<file path="config.mk">
export PLATFORM = sky130hd
export DESIGN_NAME = mem_bus_responder_flat
export DESIGN_NICKNAME = d
export VERILOG_FILES = /design/src/rtl/mem_bus_responder_if.sv /design/src/rtl/mem_bus_responder.sv /design/src/flat_wrapper.sv
export SDC_FILE = /design/constraint.sdc
export NUM_CORES = 1
export LEC_CHECK = 0
export BUFFER_PORTS_ARGS = -buffer_cell sky130_fd_sc_hd__buf_2
export CORE_UTILIZATION = 60
export CTS_BUF_LIST = sky130_fd_sc_hd__clkbuf_8 sky130_fd_sc_hd__clkbuf_16
export DETAILED_ROUTE_END_ITERATION = 6
export GPL_TIMING_DRIVEN = 0
export PLACE_DENSITY = 0.85
export REMOVE_ABC_BUFFERS = 1
export SYNTH_ARGS = -nofsm -noshare
export SYNTH_HDL_FRONTEND = slang
export SYNTH_SLANG_ARGS = --single-unit
</file>
<file path="constraint.sdc">
create_clock -name clk -period 3.6 [get_ports clk]
set_input_delay 0.72 -clock clk [delete_from_list [all_inputs] [get_ports clk]]
set_output_delay 0.72 -clock clk [all_outputs]
set_load 0.02 [all_outputs]
</file>
<file path="src/rtl/mem_bus_responder_if.sv">
// mem_bus_responder_if: processor memory request bus between control_unit and the responder
interface mem_bus_responder_if;
  logic        memory_read_req;
  logic        memory_write_req;
  logic [25:0] memory_addr;
  logic [31:0] memory_data_write;
  logic [31:0] memory_data_read;
  logic        memory_busy;
  modport master (
    output memory_read_req, memory_write_req, memory_addr, memory_data_write,
    input  memory_data_read, memory_busy
  );
  modport slave (
    input  memory_read_req, memory_write_req, memory_addr, memory_data_write,
    output memory_data_read, memory_busy
  );
endinterface

</file>
<file path="src/rtl/mem_bus_responder.sv">
// mem_bus_responder: decodes bus requests into a local register bank, an external slow port or unmapped space
module mem_bus_responder #(
  parameter logic [31:0] ID_WORD       = 32'h5646_5058,
  parameter int          TIMEOUT       = 256,
  parameter logic [31:0] UNMAPPED_WORD = 32'hDEAD_BEEF
) (
  input  logic                clk,
  input  logic                reset,
  mem_bus_responder_if.slave  bus,
  output logic                ext_req,
  output logic                ext_we,
  output logic [23:0]         ext_addr,
  output logic [31:0]         ext_wdata,
  input  logic [31:0]         ext_rdata,
  input  logic                ext_ack,
  output logic [3:0]          led_ctrl
);
  localparam int TW = $clog2(TIMEOUT);
  typedef enum logic [1:0] {IDLE, LOCAL, EXT} state_t;
  state_t      state, state_d;
  logic [1:0]  region_q;
  logic [3:0]  idx_q;
  logic [31:0] wdata_q, reg1, reg2, cnt, rdata_q, local_rd;
  logic        rd_q, wr_q, dual_q;
  logic [15:0] err;
  logic [TW-1:0] tcnt;
  logic        accept, local_done, ext_done, timeout, done, err_inc, err_clr;
  assign accept     = state == IDLE && (bus.memory_read_req || bus.memory_write_req);
  assign local_done = state == LOCAL;
  assign ext_done   = state == EXT && ext_ack;
  assign timeout    = state == EXT && !ext_ack && tcnt == TW'(TIMEOUT - 1);
  assign done       = local_done || ext_done || timeout;
  assign err_clr    = local_done && wr_q && region_q == 2'b00 && idx_q == 4'd4;
  assign err_inc    = done && (dual_q || region_q[1] || timeout);
  assign local_rd   = idx_q == 4'd0 ? ID_WORD :
                      idx_q == 4'd1 ? reg1 :
                      idx_q == 4'd2 ? reg2 :
                      idx_q == 4'd3 ? cnt :
                      idx_q == 4'd4 ? {16'h0, err} : 32'h0;
  assign ext_req              = state == EXT;
  assign bus.memory_busy      = state != IDLE;
  assign bus.memory_data_read = rdata_q;
  assign led_ctrl             = reg2[3:0];
  // next state: accept from IDLE, return to IDLE when the transaction completes
  always_comb begin
    state_d = state;
    if (accept) state_d = bus.memory_addr[25:24] == 2'b01 ? EXT : LOCAL;
    else if (done) state_d = IDLE;
  end
  // state register
  always_ff @(posedge clk) state <= reset ? IDLE : state_d;
  // request latch, register bank, read data and error bookkeeping
  always_ff @(posedge clk) begin
    if (reset) begin
      region_q  <= '0;
      idx_q     <= '0;
      wdata_q   <= '0;
      rd_q      <= 1'b0;
      wr_q      <= 1'b0;
      dual_q    <= 1'b0;
      ext_we    <= 1'b0;
      ext_addr  <= '0;
      ext_wdata <= '0;
      reg1      <= '0;
      reg2      <= '0;
      cnt       <= '0;
      rdata_q   <= '0;
      err       <= '0;
      tcnt      <= '0;
    end else begin
      cnt  <= cnt + 32'd1;
      tcnt <= state == EXT ? tcnt + 1'b1 : '0;
      if (accept) begin
        region_q <= bus.memory_addr[25:24];
        idx_q    <= bus.memory_addr[3:0];
        wdata_q  <= bus.memory_data_write;
        rd_q     <= bus.memory_read_req && !bus.memory_write_req;
        wr_q     <= bus.memory_write_req;
        dual_q   <= bus.memory_read_req && bus.memory_write_req;
        if (bus.memory_addr[25:24] == 2'b01) begin
          ext_we    <= bus.memory_write_req;
          ext_addr  <= bus.memory_addr[23:0];
          ext_wdata <= bus.memory_data_write;
        end
      end
      if (local_done && wr_q && region_q == 2'b00 && idx_q == 4'd1) reg1 <= wdata_q;
      if (local_done && wr_q && region_q == 2'b00 && idx_q == 4'd2) reg2 <= wdata_q;
      if (rd_q && local_done) rdata_q <= region_q[1] ? UNMAPPED_WORD : local_rd;
      if (rd_q && ext_done) rdata_q <= ext_rdata;
      if (rd_q && timeout) rdata_q <= UNMAPPED_WORD;
      if (err_clr) err <= '0;
      else if (err_inc && err != 16'hFFFF) err <= err + 16'd1;
    end
  end
endmodule

</file>
<file path="src/flat_wrapper.sv">
// flat-port wrapper written by rule: the top's interface ports become plain ports
module mem_bus_responder_flat 
#(
  parameter logic [31:0] ID_WORD       = 32'h5646_5058,
  parameter int          TIMEOUT       = 256,
  parameter logic [31:0] UNMAPPED_WORD = 32'hDEAD_BEEF
)
  (clk, reset, ext_req, ext_we, ext_addr, ext_wdata, ext_rdata, ext_ack, led_ctrl, bus_memory_read_req, bus_memory_write_req, bus_memory_addr, bus_memory_data_write, bus_memory_data_read, bus_memory_busy);
  mem_bus_responder_if bus_i ();
  input  logic clk;
  input  logic reset;
  output logic ext_req;
  output logic ext_we;
  output logic [23:0] ext_addr;
  output logic [31:0] ext_wdata;
  input  logic [31:0] ext_rdata;
  input  logic ext_ack;
  output logic [3:0] led_ctrl;
  input wire logic [$bits(bus_i.memory_read_req)-1:0] bus_memory_read_req;
  input wire logic [$bits(bus_i.memory_write_req)-1:0] bus_memory_write_req;
  input wire logic [$bits(bus_i.memory_addr)-1:0] bus_memory_addr;
  input wire logic [$bits(bus_i.memory_data_write)-1:0] bus_memory_data_write;
  output wire logic [$bits(bus_i.memory_data_read)-1:0] bus_memory_data_read;
  output wire logic [$bits(bus_i.memory_busy)-1:0] bus_memory_busy;
  assign bus_i.memory_read_req = bus_memory_read_req;
  assign bus_i.memory_write_req = bus_memory_write_req;
  assign bus_i.memory_addr = bus_memory_addr;
  assign bus_i.memory_data_write = bus_memory_data_write;
  assign bus_memory_data_read = bus_i.memory_data_read;
  assign bus_memory_busy = bus_i.memory_busy;
  mem_bus_responder #(.ID_WORD(ID_WORD), .TIMEOUT(TIMEOUT), .UNMAPPED_WORD(UNMAPPED_WORD)) u_core (.clk(clk), .reset(reset), .bus(bus_i), .ext_req(ext_req), .ext_we(ext_we), .ext_addr(ext_addr), .ext_wdata(ext_wdata), .ext_rdata(ext_rdata), .ext_ack(ext_ack), .led_ctrl(led_ctrl));
endmodule
</file>
==> run_results.csv, run 1 <==
group,metric,value,unit
timing,period_needed,3.37,ns
floorplanning,die_area,18100,sq um
final_layout,final_util,71.9,%
logic_synthesis,synth_area_per_cell,7.95,sq um
clock_network,numCtsBuffers,26,
worst_setup_path,setup.worst_path.start_class,"flip-flop",
power,worst_ir_drop_vdd,386,uV
worst_setup_path,slowest_stage,"and3_1",
final_layout,multi_input_area,5020,sq um
timing,worst_slew_pin_slew,1.33,ns
clock_network,cts_root_buffer,"clkbuf_16",
flow_run,drv_cap,0,
final_layout,syn_to_final_growth,17.5,%
final_layout,final_area,12400,sq um
worst_setup_path,worstPathRequired,4.05,ns
clock_network,post_cts_buffers,0,
placement,gp_congestion,0.887,
floorplanning,die_y,134,um
global_routing,antenna_found_initial,0,
logic_synthesis,netlist_instances,1322,
final_layout,final_common_cell,"nand2_1",
drt,ant_nets,0,
global_routing,grt_pass1_vias,8876,
drt,drcViolationCount,0,
worst_setup_path,worstPathMaxFanout,42,
timing,fin_tns_setup,0,ns
power,pwr_density_cell,510,nW/um^2
logic_synthesis,synth.distinct_cells,63,
timing,relSlewSlack,10.6,%
timing,rsz0062_at_grt,"no",
final_layout,n_antenna_cell,0,
global_routing,grt_max_degree,132,
global_routing,grtUsageTotal,30.7,%
clock_network,clk_latency,0.53,ns
worst_setup_path,path_cells,"nor2b_1, and3_1, nand2_1, a21oi_1",
clock_network,clkTransAtPathRegs,0.06,ns
placement,placed_cell_area,11500,sq um
logic_synthesis,yosys_warnings,0,
drt,routedWlPerCell,16.5,um
clock_network,clock_path_buffers,3,
logic_synthesis,synth_ff_type,"dfxtp_1",
worst_setup_path,cpPeakStageDelay,1.19,ns
drt,drtIter0Drc,1069,
floorplanning,num_rows,48,
logic_synthesis,async_flop_share,0,%
clock_network,cts_sinks,252,
placement,dp_hpwl,18400,um
worst_setup_path,cp.arrival,3.82,ns
drt,firstDrtPassIters,6,
timing,max_freq,0.297,GHz
power,power.leakage,4.71,nW
timing,setup_viol,0,
worst_setup_path,worstSetupEndpointType,"flip-flop",
final_layout,final_cell_mix,"361 x nand2_1, 250 x dfxtp_1, 191 x a21oi_1, 188 x buf_2, 111 x nor2_1",
worst_setup_path,cp_num_buf_inv,0,
timing,skew,0.00909,ns
timing,hold_viol,0,
worst_hold_path,hold_class,"in -> reg",
drt,via_per_inst,5.84,
placement,pre_cts_ws,0.0378,ns
floorplanning,die_w,134,um
timing,finalWorstSetupSlack,0.232,ns
placement,port_buffers,189,
floorplanning,start_util,61.2,%
clock_network,cts_tree,"built",
floorplanning,core_area,17200,sq um
logic_synthesis,synth_edf_count,0,
run_status,status,"complete, no violations",
timing,slew_viol_final,0,
worst_setup_path,crit_type,"reg -> reg",
clock_network,hold_buffers,0,
final_layout,seq_area,5050,sq um
final_layout,drive_gt1_share,18.9,%
logic_synthesis,ys_ff_latch,252,
global_routing,grt_pass1_wl,44800,um
final_layout,nets,1546,
drt,totalWireLength,28000,um
worst_setup_path,critPathTopFamily,"simple AND/OR/NAND/NOR gates",
clock_network,cts.repair.resized,0,
logic_synthesis,ys_seq_area_share,48.0,%
final_layout,fill_cells,1359,
global_routing,grt_overflow,0,
logic_synthesis,syn_area,10500,sq um
clock_network,htree_levels,1,
drt,num_vias,9892,
timing,period_share,93.6,%
floorplanning,io_pins,190,
## area by class of cell
class / count / area share, %
clock buffer: 34 / 6.25
clock inverter: 14 / 1.01
inverter: 17 / 0.516
multi-input combinational: 958 / 40.6
sequential: 252 / 40.9
tap: 225 / 2.28
timing repair buffer: 193 / 8.45
## cells by family (layout without fill, tap and decap cells)
kind of cell               Yosys count  in the layout  share of synthesized area [%]
AOI/OAI and AO/OA                  294            294                           16.9
xor gates and xnor gates            36             36                           3.00
adders and majority gates            3              3                          0.357
buffers and inverters              112            258                           4.53
DFF                                252            252                           48.0
muxes                               22             22                           2.31
and+or+nand+nor                    603            603                           25.0
## registers in the layout, summed over array words and instances, names as in the netlist, 2 cells and up
signal / count
u_core.tcnt: 8
u_core.wdata_q: 32
u_core.err: 16
u_core.ext_wdata: 32
u_core.bus.memory_data_read: 32
u_core.ext_addr: 24
u_core.cnt: 32
u_core.reg1: 32
u_core.idx_q: 4
u_core.region_q: 2
u_core.reg2: 32
u_core.state: 2
## per-stage QoR
stage,cells,power (mW),hold WS (ns)
2_1_floorplan,1227,3.32,0.426
3_3_place_gp,1641,3.57,0.439
3_5_place_dp,1645,3.59,0.444
4_1_cts,1693,6.32,0.414
5_1_grt,1693,6.50,0.420
6_report,1693,6.31,0.420
## per-layer routing
metal,vias to the layer above,track usage [%],share of wire (%)
met5,-,0,0
met4,0,8.99,2.0
met3,53,6.50,9.8
met2,474,46.7,45
met1,4586,43.7,43
li1,4779,-,-
## power breakdown
group | internal [mW] | leakage [nW] | switching [mW]
Sequential | 2.88 | 2.04 | 0.109
Clock | 1.65 | 0.455 | 1.12
Combinational | 0.199 | 2.21 | 0.356
## final timing paths
path | from | end | slack, ns | cells past startpoint
setup / recovery | u_core.idx_q[1]$_SDFFE_PP0P_ | u_core.reg2[24]$_SDFFE_PP0P_ | 0.23 | 4
hold / removal | bus_memory_addr[8] | u_core.ext_addr[8]$_SDFFE_PP0P_ | 0.42 | 3
hold reg to reg | u_core.ext_addr[9]$_SDFFE_PP0P_ | u_core.ext_addr[9]$_SDFFE_PP0P_ | 0.45 | 2
setup reg to reg | u_core.idx_q[1]$_SDFFE_PP0P_ | u_core.reg2[24]$_SDFFE_PP0P_ | 0.23 | 4
## worst reg2reg max path: cells and delay by family, from the launching register on
kind / cells / cell delay [ns]
DFF: 1 / 0.90
AOI/OAI and AO/OA: 1 / 0.19
and+or+nand+nor: 3 / 2.20
## synth_stat cells, types with 2 or more instances
master / number / area (sq um)
a2111oi_0: 4 / 35.0
a211oi_1: 10 / 75.1
a21oi_1: 191 / 956
a221oi_1: 15 / 131
a22o_1: 14 / 123
a22oi_1: 11 / 82.6
a311o_1: 4 / 40.0
a311oi_1: 2 / 17.5
and2_1: 5 / 31.3
and3_1: 7 / 43.8
and4_1: 6 / 52.6
buf_1: 2 / 7.51
buf_2: 24 / 120
buf_4: 7 / 52.6
clkbuf_1: 62 / 233
dfxtp_1: 252 / 5040
ha_1: 3 / 37.5
inv_1: 17 / 63.8
mux2_2: 18 / 203
mux2i_1: 4 / 40.0
nand2_1: 362 / 1360
nand2b_1: 5 / 31.3
nand3_1: 22 / 110
nand3b_1: 2 / 15.0
nand4_1: 9 / 56.3
nand4b_1: 3 / 26.3
nor2_1: 112 / 420
nor2b_1: 6 / 37.5
nor3_1: 16 / 80.1
nor4_1: 21 / 131
nor4_2: 2 / 25.0
o211ai_1: 4 / 30.0
o21ai_0: 9 / 45.0
o21ai_1: 6 / 30.0
o22ai_1: 4 / 25.0
o2bb2ai_1: 4 / 35.0
o32ai_1: 4 / 35.0
or3_1: 12 / 75.1
or4_1: 3 / 22.5
xnor2_1: 21 / 184
xor2_1: 15 / 131
Note: power is estimated with default switching activity, not from simulation.
==> run 2, diff against run 1 <==
--- a/config.mk
+++ b/config.mk
@@ -6,11 +6,11 @@
 export NUM_CORES = 1
 export LEC_CHECK = 0
 export BUFFER_PORTS_ARGS = -buffer_cell sky130_fd_sc_hd__buf_2
-export CORE_UTILIZATION = 60
+export CORE_MARGIN = 10
+export CORE_UTILIZATION = 25
 export CTS_BUF_LIST = sky130_fd_sc_hd__clkbuf_8 sky130_fd_sc_hd__clkbuf_16
 export DETAILED_ROUTE_END_ITERATION = 6
 export GPL_TIMING_DRIVEN = 0
-export PLACE_DENSITY = 0.85
 export REMOVE_ABC_BUFFERS = 1
 export SYNTH_ARGS = -nofsm -noshare
 export SYNTH_HDL_FRONTEND = slang
==> run_results.csv, run 2 (same netlist as run 1, synthesis figures left out) <==
group,metric,value,unit
run_status,status,"complete, no violations",
clock_network,cts_tree,"built",
global_routing,grt_max_degree,157,
floorplanning,die_y,225,um
timing,rsz0062_at_grt,"no",
worst_setup_path,r2r-end,"u_core.reg2[27]$_SDFFE_PP0P_",
worst_hold_path,hold-path-endpoint,"u_core.ext_addr[5]$_SDFFE_PP0P_",
global_routing,grtUsageTotal,13.0,%
worst_setup_path,worstPathMaxFanout,42,
drt,routedWlPerCell,16.9,um
global_routing,grt_overflow,0,
placement,dp_hpwl,24500,um
worst_setup_path,worstRegToRegCells,4,
placement,port_buffers,189,
power,power_frac_seq,43.7,%
clock_network,cts_root_buffer,"clkbuf_16",
worst_hold_path,hp-start,"bus_memory_addr[5]",
timing,slew_viol_final,0,
drt,via_per_inst,4.73,
power,swShare,25.5,%
floorplanning,die_w,225,um
floorplanning,num_rows,75,
floorplanning,core_area,41800,sq um
timing,period_share,90.7,%
timing,hold_viol,0,
floorplanning,start_util,25.2,%
clock_network,cts_sinks,252,
flow_run,drv_cap,0,
power,pwr_density_cell,527,nW/um^2
timing,worst_slew_pin_slew,1.15,ns
worst_setup_path,setup.worst_path.start_class,"flip-flop",
final_layout,final_common_cell,"nand2_1",
worst_hold_path,hold_path_depth,3,
final_layout,syn_to_final_growth,23.3,%
worst_setup_path,reg2reg_from,"u_core.idx_q[1]$_SDFFE_PP0P_",
drt,totalWireLength,34100,um
floorplanning,io_pins,190,
clock_network,clkTransAtPathRegs,0.06,ns
timing,relSlewSlack,23.5,%
drt,ant_nets,0,
final_layout,fill_cells,4437,
clock_network,numCtsBuffers,30,
power,combPwrFrac,8.6,%
worst_hold_path,hold_class,"in -> reg",
clock_network,htree_levels,1,
global_routing,grt_pass1_vias,9380,
timing,setup_viol,0,
worst_setup_path,critPathTopFamily,"simple AND/OR/NAND/NOR gates",
timing,max_freq,0.306,GHz
drt,firstDrtPassIters,5,
worst_setup_path,cp.arrival,3.75,ns
global_routing,antenna_found_initial,2,
timing,period_needed,3.26,ns
timing,fin_tns_setup,0,ns
final_layout,final_cell_mix,"360 x nand2_1, 250 x dfxtp_1, 191 x a21oi_1, 188 x buf_2, 111 x nor2_1",
placement,placed_cells,1959,
worst_setup_path,worstSetupEndpointType,"flip-flop",
global_routing,grt_pass1_wl,52700,um
floorplanning,die_area,50700,sq um
drt,drtIter0Drc,653,
clock_network,clk_latency,0.57,ns
power,worst_ir_drop_vdd,331,uV
worst_setup_path,path_cells,"nor2b_1, and3_2, nand2_1, a21oi_1",
power,power.leakage,4.81,nW
worst_setup_path,worstPathRequired,4.09,ns
final_layout,drive_gt1_share,19.5,%
worst_setup_path,cp_num_buf_inv,0,
drt,num_vias,9537,
clock_network,hold_buffers,0,
power,totalPowerFinal,6.83,mW
power,p_int,5.08,mW
final_layout,nets,1551,
final_layout,fin_cells,2016,
clock_network,clock_path_buffers,3,
drt,drcViolationCount,0,
worst_setup_path,crit_type,"reg -> reg",
worst_setup_path,slowest_stage,"nor2b_1",
worst_setup_path,cpPeakStageDelay,0.99,ns
timing,skew,0.0118,ns
worst_setup_path,regToRegSetupSlack,0.34,ns
placement,gp_congestion,0.880,
power,power_frac_clock,47.7,%
clock_network,post_cts_buffers,0,
power,power_switching,1.74,mW
==> run 2: changes by cell type in the layout (fill, tap and decap cells not counted), sizes merged <==
cell,change
inv,+2
clkbuf,+1
buf,+1
diode,+1
clkinvlp,+1
bufinv,+3
==> run 2: what timing repair did <==
action | 4_1_cts | 5_1_grt
gates cloned | 0 | 0
pin swaps | 0 | 0
gates resized for setup | 1 | 2
setup endpoints to repair | 32 | 54
==> run 2: metal layers <==
| layer | track usage, % | part of all wire [%] | vias to the layer above |
|---|---|---|---|
| met3 | 2.34 | 5.0 | 56 |
| met4 | 5.42 | 3.0 | 0 |
| met2 | 21.3 | 47 | 223 |
| met1 | 16.5 | 45 | 4475 |
| met5 | 0 | 0 | - |
| li1 | - | - | 4783 |
==> run 2: area by class of cell <==
type | count | area [sq um] | area share (%)
diodes | 1 | 2.50 | 0.0193
clock buffers | 35 | 831 | 6.41
clock inverters | 20 | 246 | 1.90
inverters | 17 | 63.8 | 0.492
multi-input cells | 958 | 5040 | 38.9
flip-flops and latches | 252 | 5050 | 38.9
well taps | 539 | 674 | 5.20
repair buffers | 194 | 1060 | 8.17
==> run 2: power by group through the flow <==
| stage | Sequential, mW | Combinational [mW] | Clock [mW] |
|---|---|---|---|
| finish | 2.98 | 0.585 | 3.26 |
| global route | 3.00 | 0.647 | 3.46 |
| CTS | 2.98 | 0.591 | 3.35 |
| detailed placement | 3.04 | 0.589 | 0 |
| global placement | 3.04 | 0.571 | 0 |
| floorplan | 3.06 | 0.259 | 0 |
==> run 2: per-stage QoR <==
stage / setup slack (ns) / util (%) / area [sq um] / hold slack [ns]
6_report: 0.336 / 31.0 / 13000 / 0.382
5_1_grt: 0.147 / 31.0 / 13000 / 0.369
4_1_cts: 0.222 / 31.0 / 12900 / 0.352
3_5_place_dp: -0.190 / 28.4 / 11900 / 0.444
3_3_place_gp: -3.13 / 28.1 / 11700 / 0.439
2_1_floorplan: -0.00233 / - / 10100 / 0.426
==> run 2: how the worst max path moves through the flow <==
stage	endpoint	from	slack (ns)	cells past startpoint
detailed placement	u_core.reg1[2]$_SDFFE_PP0P_	u_core.idx_q[0]$_SDFFE_PP0P_	-0.19	5
global route	u_core.reg2[28]$_SDFFE_PP0P_	u_core.idx_q[1]$_SDFFE_PP0P_	0.15	4
global placement	u_core.ext_addr[3]$_SDFFE_PP0P_	bus_memory_write_req	-3.13	5
finish	u_core.reg2[27]$_SDFFE_PP0P_	u_core.idx_q[1]$_SDFFE_PP0P_	0.34	4
floorplan	u_core.ext_addr[0]$_SDFFE_PP0P_	bus_memory_write_req	-0.002	4
CTS	u_core.reg1[6]$_SDFFE_PP0P_	u_core.idx_q[0]$_SDFFE_PP0P_	0.22	5
==> run 2: tightest hold or removal path, stage by stage <==
cell,delay (ns)
buf_2,0.09
nand2_1,0.04
a21oi_1,0.05
==> run 3, diff against run 2 <==
--- a/config.mk
+++ b/config.mk
@@ -6,12 +6,13 @@
 export NUM_CORES = 1
 export LEC_CHECK = 0
 export BUFFER_PORTS_ARGS = -buffer_cell sky130_fd_sc_hd__buf_2
+export CORE_ASPECT_RATIO = 1.2
 export CORE_MARGIN = 10
 export CORE_UTILIZATION = 25
 export CTS_BUF_LIST = sky130_fd_sc_hd__clkbuf_8 sky130_fd_sc_hd__clkbuf_16
 export DETAILED_ROUTE_END_ITERATION = 6
 export GPL_TIMING_DRIVEN = 0
-export REMOVE_ABC_BUFFERS = 1
+export MAX_ROUTING_LAYER = met4
 export SYNTH_ARGS = -nofsm -noshare
 export SYNTH_HDL_FRONTEND = slang
 export SYNTH_SLANG_ARGS = --single-unit
==> run_results.csv, run 3 (same netlist as run 1, synthesis figures left out) <==
group,metric,value,unit
final_layout,multi_input_area,4990,sq um
worst_setup_path,worstPathRequired,4.09,ns
clock_network,clkTransAtPathRegs,0.06,ns
worst_setup_path,worstPathMaxFanout,10,
global_routing,met1_usage,17.5,%
global_routing,grt_overflow,0,
timing,fin_tns_setup,0,ns
clock_network,clock_path_buffers,3,
clock_network,numCtsBuffers,30,
worst_setup_path,reg2reg_from,"u_core.state[0]$_SDFFE_PP0P_",
final_layout,final_area,13300,sq um
timing,max_freq,0.406,GHz
floorplanning,die_y,245,um
power,power.leakage,4.97,nW
global_routing,antenna_found_initial,4,
timing,worst_slew_pin_slew,1.10,ns
timing,period_share,68.5,%
placement,gp_congestion,0.902,
timing,setup_viol,0,
drt,num_vias,10000,
worst_setup_path,crit_start,"u_core.state[0]$_SDFFE_PP0P_",
final_layout,fill_cells,4484,
clock_network,htree_levels,1,
global_routing,grt_pass1_vias,9979,
final_layout,final_common_cell,"nand2_1",
worst_setup_path,setup.worst_path.start_class,"flip-flop",
floorplanning,core_area,41700,sq um
logic_synthesis,synth_fp_nets,1420,
drt,drtIter0Drc,481,
clock_network,cts_sinks,252,
placement,dp_hpwl,30600,um
timing,hold_viol,0,
timing,skew,0.0121,ns
placement,pre_cts_ws,0.544,ns
final_layout,nets,1640,
final_layout,final_util,31.8,%
placement,port_buffers,188,
clock_network,cts_tree,"built",
placement,placed_cells,2056,
floorplanning,die_area,50700,sq um
timing,period_needed,2.46,ns
worst_setup_path,worstSetupEndpointType,"flip-flop",
floorplanning,start_util,25.2,%
drt,firstDrtPassIters,5,
clock_network,cts.repair.resized,0,
drt,drcViolationCount,0,
drt,via_per_inst,4.74,
timing,relSlewSlack,26.2,%
timing,finalWorstSetupSlack,1.14,ns
final_layout,syn_to_final_growth,26.0,%
worst_setup_path,cp.arrival,2.95,ns
clock_network,cts_root_buffer,"clkbuf_16",
clock_network,hold_buffers,0,
global_routing,grtUsageTotal,14.7,%
worst_hold_path,hp-start,"bus_memory_addr[4]",
clock_network,clk_latency,0.57,ns
worst_hold_path,hold_class,"in -> reg",
timing,whs,0.391,ns
worst_setup_path,crit_type,"reg -> reg",
run_status,status,"complete, no violations",
global_routing,grt-busiest-layer,"met2",
final_layout,seq_area,5040,sq um
power,worst_ir_drop_vdd,369,uV
timing,rsz0062_at_grt,"no",
timing,slew_viol_final,0,
clock_network,post_cts_buffers,0,
global_routing,grtUsageMet3,2.74,%
flow_run,drv_cap,0,
final_layout,fin_cells,2117,
drt,routedWlPerCell,18.1,um
drt,totalWireLength,38300,um
global_routing,grt_pass1_wl,57900,um
floorplanning,die_w,207,um
final_layout,drive_gt1_share,19.6,%
power,totalPowerFinal,6.92,mW
placement,placed_cell_area,12100,sq um
power,pwr_density_cell,522,nW/um^2
global_routing,grt_max_degree,15,
drt,ant_nets,0,
floorplanning,num_rows,82,
floorplanning,io_pins,190,
global_routing,grt_use_met2,24.0,%
final_layout,final_cell_mix,"362 x nand2_1, 252 x dfxtp_1, 212 x buf_2, 191 x a21oi_1, 112 x nor2_1",
run 3: worst paths after layout:
kind                                           end  slack, ns  cells after the start
setup / recovery       u_core.reg2[5]$_SDFFE_PP0P_       1.14                      7
hold / removal     u_core.ext_addr[4]$_SDFFE_PP0P_       0.39                      3
setup reg to reg       u_core.reg2[5]$_SDFFE_PP0P_       1.14                      7
hold reg to reg   u_core.ext_wdata[3]$_SDFFE_PP0P_       0.45                      2
run 3: cell type report:
type,instances,area share [%]
buffer,95,3.12
tap,546,5.15
timing repair buffer,188,7.10
sequential,252,38.1
clock inverter,21,2.04
antenna,5,0.0944
clock buffer,35,6.27
multi-input combinational,958,37.7
inverter,17,0.481
run 3: where the power goes:
group          internal, mW  leakage, nW  switching (mW)  total (mW)
combinational         0.209         2.39           0.456       0.664
sequential             2.88         2.04          0.0637        2.94
clock                  2.02        0.532            1.29        3.31
total                  5.11         4.97            1.81        6.92
run 3: metal layers:
layer	vias to the layer above	part of all wire [%]
li1	4972	-
met1	4633	44
met2	352	46
met3	84	5.8
met4	0	3.7
met5	-	0
run 3: worst max-delay path: stages (launching register included):
cell	delay (ns)
dfxtp_1	0.55
nor3b_1	0.48
and3b_1	0.37
and3_1	0.19
clkbuf_1	0.28
buf_2	0.27
nand2_1	0.08
a21oi_1	0.15
